==> src/rtl/keypad_pkg.sv <==
`default_nettype none
// ============================================================================
// Module   : keypad_pkg
// Brief    : Shared types and constants for the matrix keypad emulator:
//            FSM state encoding, idle column value, key_code field layout.
// Revision : 1.0 - initial release
// ============================================================================
package keypad_pkg;

  typedef enum logic [2:0] {
    ST_IDLE         = 3'd0,
    ST_BOUNCE_PRESS = 3'd1,
    ST_HOLD         = 3'd2,
    ST_BOUNCE_REL   = 3'd3,
    ST_GAP          = 3'd4
  } state_t;

  // Column sense is active-low, so "no key" reads as all ones.
  localparam logic [3:0] COL_IDLE = 4'b1111;

  // Field positions within key_code.
  localparam int ROW_MSB = 3;
  localparam int ROW_LSB = 2;
  localparam int COL_MSB = 1;
  localparam int COL_LSB = 0;

  function automatic int max_of4(input int a, input int b, input int c, input int d);
    int m;
    m = a;
    if (b > m) m = b;
    if (c > m) m = c;
    if (d > m) m = d;
    return m;
  endfunction

  // Index 0 maps to bit 3, so the bit position is 3 - idx, i.e. ~idx on 2 bits.
  function automatic logic [3:0] one_cold(input logic [1:0] idx);
    logic [3:0] v;
    v       = COL_IDLE;
    v[~idx] = 1'b0;
    return v;
  endfunction

endpackage
`default_nettype wire

==> src/rtl/keypad_bounce_gen.sv <==
`default_nettype none
// ============================================================================
// Module   : keypad_bounce_gen
// Brief    : Contact chatter source. While active, the output toggles every
//            TOGGLE cycles, starting at start_closed on the first active cycle.
// Revision : 1.0 - initial release
// ============================================================================
module keypad_bounce_gen #(
  parameter int TOGGLE = 250
) (
  input  logic clk,
  input  logic rst_n,
  input  logic active,
  input  logic start_closed,
  output logic chatter
);

  localparam int TW = $clog2(TOGGLE) + 1;
  localparam logic [TW-1:0] TOGGLE_LAST = TW'(TOGGLE - 1);

  logic [TW-1:0] tcnt;
  logic          phase;

  // Half-period counter and phase flip; parked at zero between bounce windows.
  always_ff @(posedge clk or negedge rst_n) begin
    if (!rst_n) begin
      tcnt  <= '0;
      phase <= 1'b0;
    end else if (!active) begin
      tcnt  <= '0;
      phase <= 1'b0;
    end else if (tcnt == TOGGLE_LAST) begin
      tcnt  <= '0;
      phase <= ~phase;
    end else begin
      tcnt  <= tcnt + TW'(1);
    end
  end

  assign chatter = start_closed ^ phase;

endmodule
`default_nettype wire

==> src/rtl/keypad_emulator.sv <==
`default_nettype none
// ============================================================================
// Module   : keypad_emulator
// Brief    : Emulates one key of a 4x4 active-low matrix keypad. A request is
//            turned into a timed press/hold/release/gap sequence; while the
//            contact is closed the selected column follows the selected row
//            with one cycle of latency.
//            Optional contact bounce: define KEYPAD_EMU_BOUNCE_EN.
// Revision : 1.0 - initial release
// ============================================================================
module keypad_emulator
  import keypad_pkg::*;
#(
  parameter int HOLD_CYCLES   = 100000,
  parameter int GAP_CYCLES    = 50000,
  parameter int BOUNCE_CYCLES = 2000,
  parameter int BOUNCE_TOGGLE = 250
) (
  input  logic       i_clk,
  input  logic       i_rst_n,
  input  logic [3:0] R,
  output logic [3:0] C,
  input  logic       key_valid,
  input  logic [3:0] key_code,
  output logic       key_ready,
  output logic       busy
);

  localparam int CNT_W = $clog2(max_of4(HOLD_CYCLES, GAP_CYCLES,
                                        BOUNCE_CYCLES, BOUNCE_TOGGLE)) + 1;
  localparam logic [CNT_W-1:0] CNT_SAT   = {CNT_W{1'b1}};
  localparam logic [CNT_W-1:0] HOLD_LAST = CNT_W'(HOLD_CYCLES - 1);
  localparam logic [CNT_W-1:0] GAP_LAST  = CNT_W'(GAP_CYCLES - 1);
`ifdef KEYPAD_EMU_BOUNCE_EN
  localparam logic [CNT_W-1:0] BOUNCE_LAST = CNT_W'(BOUNCE_CYCLES - 1);
`endif

  state_t           state;
  state_t           state_next;
  logic [CNT_W-1:0] cnt;
  logic [3:0]       code;
  logic             contact;
  logic [1:0]       row;
  logic [1:0]       col;

  assign row = code[ROW_MSB:ROW_LSB];
  assign col = code[COL_MSB:COL_LSB];

`ifdef KEYPAD_EMU_BOUNCE_EN
  logic bouncing;
  logic chatter;

  assign bouncing = (state == ST_BOUNCE_PRESS) || (state == ST_BOUNCE_REL);

  keypad_bounce_gen #(
    .TOGGLE(BOUNCE_TOGGLE)
  ) u_bounce_gen (
    .clk          (i_clk),
    .rst_n        (i_rst_n),
    .active       (bouncing),
    .start_closed (state == ST_BOUNCE_PRESS),
    .chatter      (chatter)
  );
`endif

  // State register.
  always_ff @(posedge i_clk or negedge i_rst_n) begin
    if (!i_rst_n) state <= ST_IDLE;
    else          state <= state_next;
  end

  // Next-state, ready flag and contact level.
  always_comb begin
    state_next = state;
    key_ready  = 1'b0;
    contact    = 1'b0;
    case (state)
      ST_IDLE: begin
        key_ready = 1'b1;
        if (key_valid) begin
`ifdef KEYPAD_EMU_BOUNCE_EN
          state_next = ST_BOUNCE_PRESS;
`else
          state_next = ST_HOLD;
`endif
        end
      end
`ifdef KEYPAD_EMU_BOUNCE_EN
      ST_BOUNCE_PRESS: begin
        contact = chatter;
        if (cnt == BOUNCE_LAST) state_next = ST_HOLD;
      end
      ST_BOUNCE_REL: begin
        contact = chatter;
        if (cnt == BOUNCE_LAST) state_next = ST_GAP;
      end
`endif
      ST_HOLD: begin
        contact = 1'b1;
        if (cnt == HOLD_LAST) begin
`ifdef KEYPAD_EMU_BOUNCE_EN
          state_next = ST_BOUNCE_REL;
`else
          state_next = ST_GAP;
`endif
        end
      end
      ST_GAP: begin
        if (cnt == GAP_LAST) state_next = ST_IDLE;
      end
      default: state_next = ST_IDLE;
    endcase
  end

  assign busy = ~key_ready;

  // Phase counter: restarts on every state change and saturates instead of wrapping.
  always_ff @(posedge i_clk or negedge i_rst_n) begin
    if (!i_rst_n)                 cnt <= '0;
    else if (state_next != state) cnt <= '0;
    else if (cnt != CNT_SAT)      cnt <= cnt + CNT_W'(1);
  end

  // Key code is captured only on an accepted request.
  always_ff @(posedge i_clk or negedge i_rst_n) begin
    if (!i_rst_n)                    code <= 4'b0000;
    else if (key_valid && key_ready) code <= key_code;
  end

  // Registered column drive: pull the key's column low when its row is driven.
  always_ff @(posedge i_clk or negedge i_rst_n) begin
    if (!i_rst_n)                C <= COL_IDLE;
    else if (contact && !R[~row]) C <= one_cold(col);
    else                         C <= COL_IDLE;
  end

endmodule
`default_nettype wire

==> config.mk <==
export PLATFORM = sky130hd
export DESIGN_NAME = keypad_emulator
export DESIGN_NICKNAME = d
export VERILOG_FILES = /design/src/rtl/keypad_pkg.sv /design/src/rtl/keypad_bounce_gen.sv /design/src/rtl/keypad_emulator.sv
export SDC_FILE = /design/constraint.sdc
export NUM_CORES = 1
export LEC_CHECK = 0
export CORE_MARGIN = 8
export CORE_UTILIZATION = 60
export DETAILED_ROUTE_END_ITERATION = 6
export DONT_BUFFER_PORTS = 1
export PLACE_DENSITY = 0.76
export SYNTH_ARGS = -nofsm -noshare
export SYNTH_HDL_FRONTEND = slang
export SYNTH_SLANG_ARGS = --single-unit
==> constraint.sdc <==
create_clock -name i_clk -period 4.6 [get_ports i_clk]
set_clock_uncertainty 0.15 [all_clocks]
set_input_delay 0.92 -clock i_clk [delete_from_list [all_inputs] [get_ports i_clk]]
set_output_delay 0.92 -clock i_clk [all_outputs]
set_load 0.01 [all_outputs]
==> impl_metrics.ini <==
[run_status]
status = completed

[place]
dpl_cell_area_mm2 = 0.00151
io_buffers = 0
dp_hpwl_um = 2240
placed_cells = 179
place_congestion = 0.941

[cells_and_area]
design_area_mm2 = 0.00156
fin_cells = 187
syn_to_final_growth_pct = 3.31
num_antenna_cells = 0
fin_util = 0.642
final_cell_mix = dfrtp_1 (25), nor2_1 (24), nand2_1 (10)
layout-drive-gt1-share = 0.108
fin_nets = 168
final_common_cell = dfrtp_1

[synth]
yosys_warnings = 0
syn_inst = 153
yosys.area.top_type = dfrtp_1
async_reset_ff_frac = 1.00
synth_seq_cells = 29
synth_top_area_frac = 0.414
synth_nets = 165
syn_area_mm2 = 0.00151
synthFlopType = dfrtp_1
synth_cell_types = 41
seq_area_frac_synth = 0.483
synth_edf_count = 0
syn_area_per_cell_um2 = 9.88
synth.area.top_cells = dfrtp_1 (41%), dfstp_2 (7.0%), nor2_1 (6.0%)

[global_route]
grt_pass1_wl_um = 5350
overflow = 0
grt_pass1_vias = 1162
grt.total_usage = 0.160
grt_max_degree = 30
antenna_found_initial = 0

[die]
die_h_um = 66.2
ioPinCount = 17
initial_core_util = 0.621
die_w_um = 66.2
rows = 18
core_area_mm2 = 0.00243
die_area_mm2 = 0.00438

[worst_setup_path]
worst-endpoint-required_ps = 4630
cp-end-kind = flip-flop
cp-start-kind = flip-flop
critical_path_class = reg -> reg
reg2reg_slack_ps = 2090
arrival_ps = 2540
worstPathMaxFanout = 18

[route]
antenna_left = 0
drt_iter0_markers = 65
first_pass_iters = 4
wl_per_cell_um = 16.2
drc = 0
viasPerCell = 6.24
vias = 1167
drt_wl_total_um = 3030

[clock_tree]
cts.sinks = 29
clkLatencyLatePin_ps = 330
cts_made_buffers = 5
clk_pin_slew_ps = 90
holdBufCountCts = 0
cts_tree = built
cts_resized = 0
clockBufferDepth = 2
cts_max_level = 2
clockRootBuffer = clkbuf_4
post_cts_buffers = 0

[power_and_ir_drop]
internal-power_mw = 0.342
swShare = 0.242
powerDensity_mw_per_mm2 = 289
p_total_mw = 0.451
p_leak_nw = 0.622
p_sw_mw = 0.109
irDropWorstVdd_uv = 290
combPwrFrac = 0.067
p_seq_frac = 0.618
clkPwrFrac = 0.315

[timing]
fin_setup_tns_ps = 0
post-route-period-util = 0.546
setup_viol = 0
finalMaxSlewViolations = 0
period_needed_ps = 2510
tightestPinTransition_ps = 580
maxSlewHeadroom = 0.613
max_freq_mhz = 398
timing.final.hold_violations = 0
grt_setup_unrepaired = false

[flow_run]
cap_violations = 0

[worst_hold_path]
min_path_type = in -> async
stage by stage:
stage               hold slack (ps)  worst slack (ps)
floorplan                       266              2460
global placement                287              2190
detailed placement              299              2120
CTS                             110              2090
global route                   92.3              1900
finish                          124              2090
sequential cells by signal (all words and copies together), names as in the netlist:
signal and count:
cnt 18, code 4, C 4, state 3
power groups by stage:
stage,Clock [mW],Combinational (mW),Sequential (mW)
final,0.142,0.0304,0.279
after global routing,0.160,0.0337,0.280
after CTS,0.147,0.0308,0.278
after detailed placement,0,0.0307,0.283
after global placement,0,0.0292,0.282
after floorplan,0,0.0309,0.281
worst max-delay path: stages (launching register included):
cell and delay (ps):
dfrtp_1 430, or4_1 510, or3_1 360, o31ai_1 250, a21o_1 520, nor3_1 140
logic make-up (layout without fill, tap and decap cells):
group                      Yosys count  after routing  synth area share
AOI/OAI and AO/OA                   19             19            0.0786
DFF                                 29             29             0.483
buffers and inverters                8             12            0.0356
xor gates and xnor gates            13             13            0.0753
other                                1              1           0.00248
muxes                                6              6            0.0513
and+or+nand+nor                     76             76             0.265
adders and majority gates            1              1           0.00828
cell type report:
| type | instances | area (um2) |
|---|---|---|
| well taps | 30 | 37.5 |
| multi-input cells | 116 | 727 |
| clock buffers | 6 | 41.3 |
| fillers | 211 | 871 |
| inverters | 4 | 15.0 |
| flip-flops and latches | 29 | 731 |
| clock inverters | 2 | 10.0 |
synth_stat cells, drive strengths merged (2+ instances only):
cell type / number
o2111ai: 2
inv: 4
xnor2: 5
nor2: 24
nand4: 4
clkbuf: 2
a21oi: 5
nor3: 8
nand2: 10
dfrtp: 25
and3: 3
o211ai: 2
o21ai: 5
buf: 2
or3: 2
or4: 2
dfstp: 4
nand3: 8
and4: 5
mux2: 4
nand3b: 2
xor2: 8
path summary, 6_finish.rpt:
check	startpoint	to	depth (start not counted)
min in group i_clk	code[0]	C[2]	1
hold / removal	i_rst_n	state[2]	0
setup reg to reg	cnt[5]	cnt[16]	5
max in group asynchronous	i_rst_n	C[0]	0
setup / recovery	cnt[5]	cnt[16]	5
hold reg to reg	code[0]	C[2]	1
layer usage:
metal | routed length (um) | up-vias | track usage
li1 | - | 558 | -
met1 | 1300 | 565 | 0.200
met2 | 1470 | 40 | 0.242
met3 | 227 | 4 | 0.0458
met4 | 34 | 0 | 0.0880
met5 | 0 | - | 0
No activity file was read; power rests on OpenSTA's default activity.
